File: src/rtl/mem_bus_arbiter.sv
// Arbitrates the shared 16-bit address / 8-bit data memory bus between the CPU6 core
// and a single DMA requester: hold, turnaround, bounded burst, then a guaranteed CPU window.
module mem_bus_arbiter #(
  parameter int HOLD_SETUP = 1,
  parameter int MAX_BURST  = 16,
  parameter int CPU_SLOTS  = 2
) (
  input  logic        clock,
  input  logic        reset,
  input  logic [15:0] i_cpu_address,
  input  logic [7:0]  i_cpu_data_out,
  input  logic        i_cpu_write_en,
  output logic [7:0]  o_cpu_data_in,
  output logic        o_cpu_hold,
  input  logic        i_dma_req,
  input  logic [15:0] i_dma_address,
  input  logic [7:0]  i_dma_data_out,
  input  logic        i_dma_write_en,
  input  logic        i_dma_last,
  output logic        o_dma_grant,
  output logic        o_dma_ack,
  output logic [7:0]  o_dma_data_in,
  output logic [15:0] o_mem_address,
  output logic [7:0]  o_mem_data_out,
  output logic        o_mem_write_en,
  input  logic [7:0]  i_mem_data_in
);

  localparam logic [3:0] HOLD_LOAD   = 4'(HOLD_SETUP);
  localparam logic [3:0] SLOT_LOAD   = 4'(CPU_SLOTS);
  localparam logic [7:0] BURST_LIMIT = 8'(MAX_BURST);

  typedef enum logic [1:0] {
    ST_CPU,
    ST_HOLD,
    ST_DMA,
    ST_RELEASE
  } state_t;

  state_t      r_state;
  state_t      w_nextState;
  logic        r_cpuHold;
  logic        r_dmaGrant;
  logic        r_dmaAck;
  logic [7:0]  r_dmaDataIn;
  logic [3:0]  r_holdCnt;
  logic [7:0]  r_burstCnt;
  logic [3:0]  r_slotCnt;

  logic        w_cpuHoldNext;
  logic        w_dmaGrantNext;
  logic        w_dmaAckNext;
  logic [7:0]  w_dmaDataInNext;
  logic [3:0]  w_holdNext;
  logic [7:0]  w_burstNext;
  logic [3:0]  w_slotNext;
  logic [7:0]  w_burstInc;

  always_ff @(posedge clock or posedge reset) begin
    if (reset) begin
      r_state <= ST_CPU;
    end else begin
      r_state <= w_nextState;
    end
  end

  always_ff @(posedge clock or posedge reset) begin
    if (reset) begin
      r_cpuHold   <= 1'b0;
      r_dmaGrant  <= 1'b0;
      r_dmaAck    <= 1'b0;
      r_dmaDataIn <= 8'd0;
      r_holdCnt   <= 4'd0;
      r_burstCnt  <= 8'd0;
      r_slotCnt   <= 4'd0;
    end else begin
      r_cpuHold   <= w_cpuHoldNext;
      r_dmaGrant  <= w_dmaGrantNext;
      r_dmaAck    <= w_dmaAckNext;
      r_dmaDataIn <= w_dmaDataInNext;
      r_holdCnt   <= w_holdNext;
      r_burstCnt  <= w_burstNext;
      r_slotCnt   <= w_slotNext;
    end
  end

  // The CPU window is counted down on each CPU-owned edge; a pending request is
  // accepted on the edge where the remaining window reaches zero.
  always_comb begin
    w_nextState     = r_state;
    w_cpuHoldNext   = r_cpuHold;
    w_dmaGrantNext  = r_dmaGrant;
    w_dmaAckNext    = 1'b0;
    w_dmaDataInNext = r_dmaDataIn;
    w_holdNext      = r_holdCnt;
    w_burstNext     = r_burstCnt;
    w_slotNext      = r_slotCnt;
    w_burstInc      = r_burstCnt + 8'd1;

    case (r_state)
      ST_CPU: begin
        w_cpuHoldNext  = 1'b0;
        w_dmaGrantNext = 1'b0;
        w_slotNext     = (r_slotCnt != 4'd0) ? (r_slotCnt - 4'd1) : 4'd0;
        if ((w_slotNext == 4'd0) && i_dma_req) begin
          w_nextState   = ST_HOLD;
          w_holdNext    = HOLD_LOAD;
          w_cpuHoldNext = 1'b1;
        end
      end
      ST_HOLD: begin
        w_cpuHoldNext = 1'b1;
        if (r_holdCnt <= 4'd1) begin
          w_nextState    = ST_DMA;
          w_dmaGrantNext = 1'b1;
          w_burstNext    = 8'd0;
          w_holdNext     = 4'd0;
        end else begin
          w_holdNext = r_holdCnt - 4'd1;
        end
      end
      ST_DMA: begin
        w_cpuHoldNext  = 1'b1;
        w_dmaGrantNext = 1'b1;
        if (i_dma_req) begin
          w_burstNext  = w_burstInc;
          w_dmaAckNext = 1'b1;
          if (!i_dma_write_en) begin
            w_dmaDataInNext = i_mem_data_in;
          end
          if (i_dma_last || (w_burstInc >= BURST_LIMIT)) begin
            w_nextState    = ST_RELEASE;
            w_dmaGrantNext = 1'b0;
          end
        end else begin
          w_nextState    = ST_RELEASE;
          w_dmaGrantNext = 1'b0;
        end
      end
      ST_RELEASE: begin
        w_nextState    = ST_CPU;
        w_cpuHoldNext  = 1'b0;
        w_dmaGrantNext = 1'b0;
        w_slotNext     = SLOT_LOAD;
      end
      default: begin
        w_nextState    = ST_CPU;
        w_cpuHoldNext  = 1'b0;
        w_dmaGrantNext = 1'b0;
      end
    endcase
  end

  // During the turnaround cycles the CPU address stays on the bus but nothing is written.
  always_comb begin
    o_mem_address  = i_cpu_address;
    o_mem_data_out = i_cpu_data_out;
    o_mem_write_en = 1'b0;
    case (r_state)
      ST_CPU:  o_mem_write_en = i_cpu_write_en;
      ST_DMA: begin
        o_mem_address  = i_dma_address;
        o_mem_data_out = i_dma_data_out;
        o_mem_write_en = i_dma_write_en & i_dma_req;
      end
      default: o_mem_write_en = 1'b0;
    endcase
  end

  assign o_cpu_data_in = i_mem_data_in;
  assign o_cpu_hold    = r_cpuHold;
  assign o_dma_grant   = r_dmaGrant;
  assign o_dma_ack     = r_dmaAck;
  assign o_dma_data_in = r_dmaDataIn;

endmodule
File: config.mk
export PLATFORM = sky130hd
export DESIGN_NAME = mem_bus_arbiter
export DESIGN_NICKNAME = d
export VERILOG_FILES = /design/src/rtl/mem_bus_arbiter.sv
export SDC_FILE = /design/constraint.sdc
export NUM_CORES = 1
export LEC_CHECK = 0
export ABC_AREA = 1
export ABC_CLOCK_PERIOD_IN_PS = 1600
export CORE_MARGIN = 2
export CORE_UTILIZATION = 35
export CTS_CLUSTER_SIZE = 30
export DETAILED_ROUTE_END_ITERATION = 10
export GPL_TIMING_DRIVEN = 0
export PLACE_DENSITY = 0.87
export SLEW_MARGIN = 10
export SYNTH_ARGS = -nofsm -noshare
export SYNTH_HDL_FRONTEND = slang
export SYNTH_SLANG_ARGS = --single-unit
File: constraint.sdc
create_clock -name clock -period 1.6 [get_ports clock]
set_clock_uncertainty 0.15 [all_clocks]
set_input_delay 0.16 -clock clock [delete_from_list [all_inputs] [get_ports clock]]
set_output_delay 0.16 -clock clock [all_outputs]
set_load 0.05 [all_outputs]
==> results.py <==
metrics = {
    "finish": {
        "nFillCells": 323,
        "area_growth_pct": 111,
        "antenna_cells": 0,
        "nNetsFinal": 465,
        "final-seq-area_um2": 727,
        "drive_gt1_frac": 0.491,
        "multi_input_area_um2": 1560,
    },
    "floorplanning": {
        "die_h_um": 78.4,
        "die_x_um": 78.4,
        "dieArea_um2": 6150,
        "num_rows": 27,
        "core_um2": 5440,
        "ioPinCount": 106,
        "start_util": 0.356,
    },
    "power": {
        "cellPowerDensity_nw_per_um2": 2080,
        "internal_power_mw": 4.11,
        "vdd_ir_drop_max_uv": 1350,
        "power_frac_comb": 0.784,
        "sw_frac_of_total": 0.515,
        "p_sw_mw": 4.37,
        "p_clk_frac": 0.074,
        "p_total_mw": 8.48,
        "p_leak_nw": 1.86,
        "share_seq_of_total_power": 0.142,
    },
    "setup_path": {
        "critPathSlowestCell": "dfrtp_1",
        "cp.required_ns": 1.29,
        "arrival_ns": 1.54,
        "crit_top_cell": "buf_8",
        "path_delay_family": "buffers and inverters",
        "r2r_slack_ns": -0.13,
        "critPathMaxFanout": 5,
        "rr_worst_depth": 10,
        "crit_type": "register to output port",
        "r2r_end": "r_burstCnt[4]$_DFFE_PP0P_",
        "startpoint": "r_state[0]$_DFFE_PP0P_",
        "reg2reg_from": "r_state[1]$_DFFE_PP0P_",
        "critical_path.endpoint_type": "output port",
        "path_buf_inv": 5,
        "cp_cell_sequence": "inv_2 -> ha_4 -> buf_12 -> inv_8 -> buf_8 -> nand2_2 -> nand2_4 -> buf_8",
        "max_stage_delay_ns": 0.39,
        "startpoint_type": "register",
    },
    "sta": {
        "max_freq_mhz": 540,
        "final-max-slew-violation-count": 0,
        "finalSetupTns_ns": -6.71,
        "slew_headroom": 0.303,
        "worstMarginPinSlew_ns": 1.04,
        "setup_viol": 46,
        "layout_setup_ws_ns": -0.251,
        "period_minus_slack_ns": 1.85,
        "finalCritPeriodShare": 1.16,
        "fin_hold_ws_ns": 0.151,
        "hold_viol_final": 0,
        "rsz0062_at_grt": "yes",
    },
    "global_routing": {
        "grt_pass1_vias": 2251,
        "grt_max_degree": 30,
        "grt.total_usage": 0.216,
        "antenna_found_initial": 0,
        "globalRouteOverflowTotal": 0,
        "grt_pass1_wl_um": 10400,
    },
    "placement": {
        "port_buffers": 105,
        "dp_hpwl_um": 4480,
        "gp_congestion": 0.823,
    },
    "clock_tree": {
        "cts_max_level": 2,
        "clockBufferDepth": 2,
        "cts.clk_slew.worst_paths_ns": 0.07,
        "numCtsBuffers": 5,
        "postCtsHoldBufs": 0,
        "clock_latency_ns": 0.29,
        "cts_sinks": 29,
        "cts_root_buf": "clkbuf_8",
        "cts_tree": "yes",
    },
    "logic_synthesis": {
        "synth_seq_area_share": 0.374,
        "synth_cells": 257,
        "yosys.area.top_type_share": 0.374,
        "synth_warnings": 0,
        "syn-cell-area_um2": 1940,
        "syn_avg_cell_area_um2": 7.54,
        "synthTopCellsByArea": "dfrtp_1 37%, nand2_1 21%, ha_1 5.2%",
        "synth_top_cell_by_area": "dfrtp_1",
        "syn-num-nets": 327,
        "ys_ff_latch": 29,
        "ys_types": 35,
    },
    "routing": {
        "firstDrtPassIters": 4,
        "dr.first_iter.drc_count": 35,
        "viasPerCell": 4.92,
        "wl_um": 7340,
        "wire_per_inst_um": 15.7,
        "drcViolationCount": 0,
        "route.vias.total": 2297,
        "drtAntennaViolNets": 0,
    },
    "status": {
        "violations": "setup timing",
        "outcome": "complete, but fails checks",
    },
    "flow_run": {
        "drv_cap": 0,
    },
    "worst_hold_path": {
        "hp-class": "primary input to async pin",
    },
}
[cell usage in the layout (no fill, tap or decap), types with 2 or more instances in the layout]
cell type        count
mux2_4               4
buf_8               28
ha_4                 6
clkdlybuf4s15_1      3
nor2_4               5
nand3_2              4
nor2_2               2
ha_2                 2
nand4_1              3
mux2_1               2
inv_1               10
buf_6                6
o21ai_2              9
nand2_8              2
clkbuf_8             6
inv_2                5
xor2_1               3
a21oi_1              3
mux2_2               2
inv_8                2
nand3_1              4
nor2_1               9
dfrtp_1             28
a21oi_2              2
nand2_1             47
nand2_2             30
o21ai_0              2
nand2_4             34
clkdlybuf4s50_1     61
buf_4               28
o21ai_1              5
dlygate4sd2_1       15
inv_4                5
[metrics by stage]
stage	cells	setup WS (ns)	cell area, µm²	util
floorplan	257	0.00662	2130	-
finish	467	-0.251	4080	0.751
detailed placement	434	-0.897	3270	0.601
global placement	434	-0.866	3270	0.601
global route	467	-0.294	4080	0.751
CTS	461	-0.238	3760	0.692
[layer usage]
metal | part of all wire | vias up | global-route usage
li1 | - | 1085 | -
met1 | 0.38 | 1089 | 0.231
met2 | 0.51 | 113 | 0.408
met3 | 0.092 | 10 | 0.0713
met4 | 0.017 | 0 | 0.0526
met5 | 0 | - | 0
[cell usage after synthesis]
library cell  number
nand4_1            3
inv_1             19
a22oi_1            1
ha_1               8
xor2_1             3
a21oi_1            4
nor2_2             1
o22ai_1            1
nor3_1             1
nor2_4             3
o21ai_4            1
nor2_1            12
buf_1              1
nand2_1          106
o21ai_0            7
mux2_1             4
nor3b_1            1
mux2_2             4
o21ai_1            2
or2_2              1
nand3b_1           1
nand2_4            2
nand3_2            1
o31ai_1            1
o21ai_2            7
nor3_2             1
a21oi_2            1
clkbuf_1           3
dfrtp_1           29
inv_2              4
buf_2              1
nand2_2            5
nand3_1            8
o21a_1             2
buf_4              8
[timing repair]
action / in CTS / in global routing
setup buffers: 17 / 8
cloned: 4 / 0
endpoints found under the setup margin: 63 / 54
gates resized for setup: 267 / 86
pin swaps: 7 / 13
[power groups by stage]
stage | sequential, mW | combinational (mW) | clock, mW
final | 1.20 | 6.64 | 0.631
after global placement | 1.19 | 4.61 | 0
after detailed placement | 1.21 | 4.69 | 0
after global routing | 1.24 | 6.98 | 0.670
after floorplan | 1.65 | 2.90 | 0
after CTS | 1.18 | 5.69 | 0.625
[sequential cells by signal (all words and copies together), names as in the netlist]
signal and flops:
o_cpu_hold 1, r_state 2, o_dma_grant 1, r_burstCnt 8
r_holdCnt 4, r_slotCnt 4, o_dma_data_in 8, o_dma_ack 1
[logic make-up (layout without fill, tap and decap cells)]
logic type / after synthesis / in the layout / share of synthesized area
muxes: 8 / 8 / 0.0465
AOI/OAI and AO/OA: 27 / 27 / 0.0968
and+or+nand+nor: 146 / 146 / 0.331
buffers and inverters: 36 / 174 / 0.0859
adders and majority gates: 8 / 8 / 0.0516
xor gates and xnor gates: 3 / 3 / 0.0136
DFF: 29 / 29 / 0.374
[final cells by class]
cell class / count / share of cell area
multi-input cells: 192 / 0.383
clock buffers: 7 / 0.0211
plain buffers: 13 / 0.0343
repair inverters: 1 / 0.00153
flip-flops and latches: 29 / 0.178
repair buffers: 130 / 0.332
well taps: 72 / 0.0221
inverters: 23 / 0.0285
[how the worst max path moves through the flow]
stage,cells after the start,slack (ns),end
finish,8,-0.25,o_mem_address[13]
detailed placement,7,-0.90,o_mem_address[6]
global placement,7,-0.87,o_mem_address[6]
CTS,7,-0.24,o_mem_address[6]
floorplan,6,0.007,o_mem_address[11]
global route,8,-0.29,o_mem_address[13]
Power figures use the tool's default switching activity.
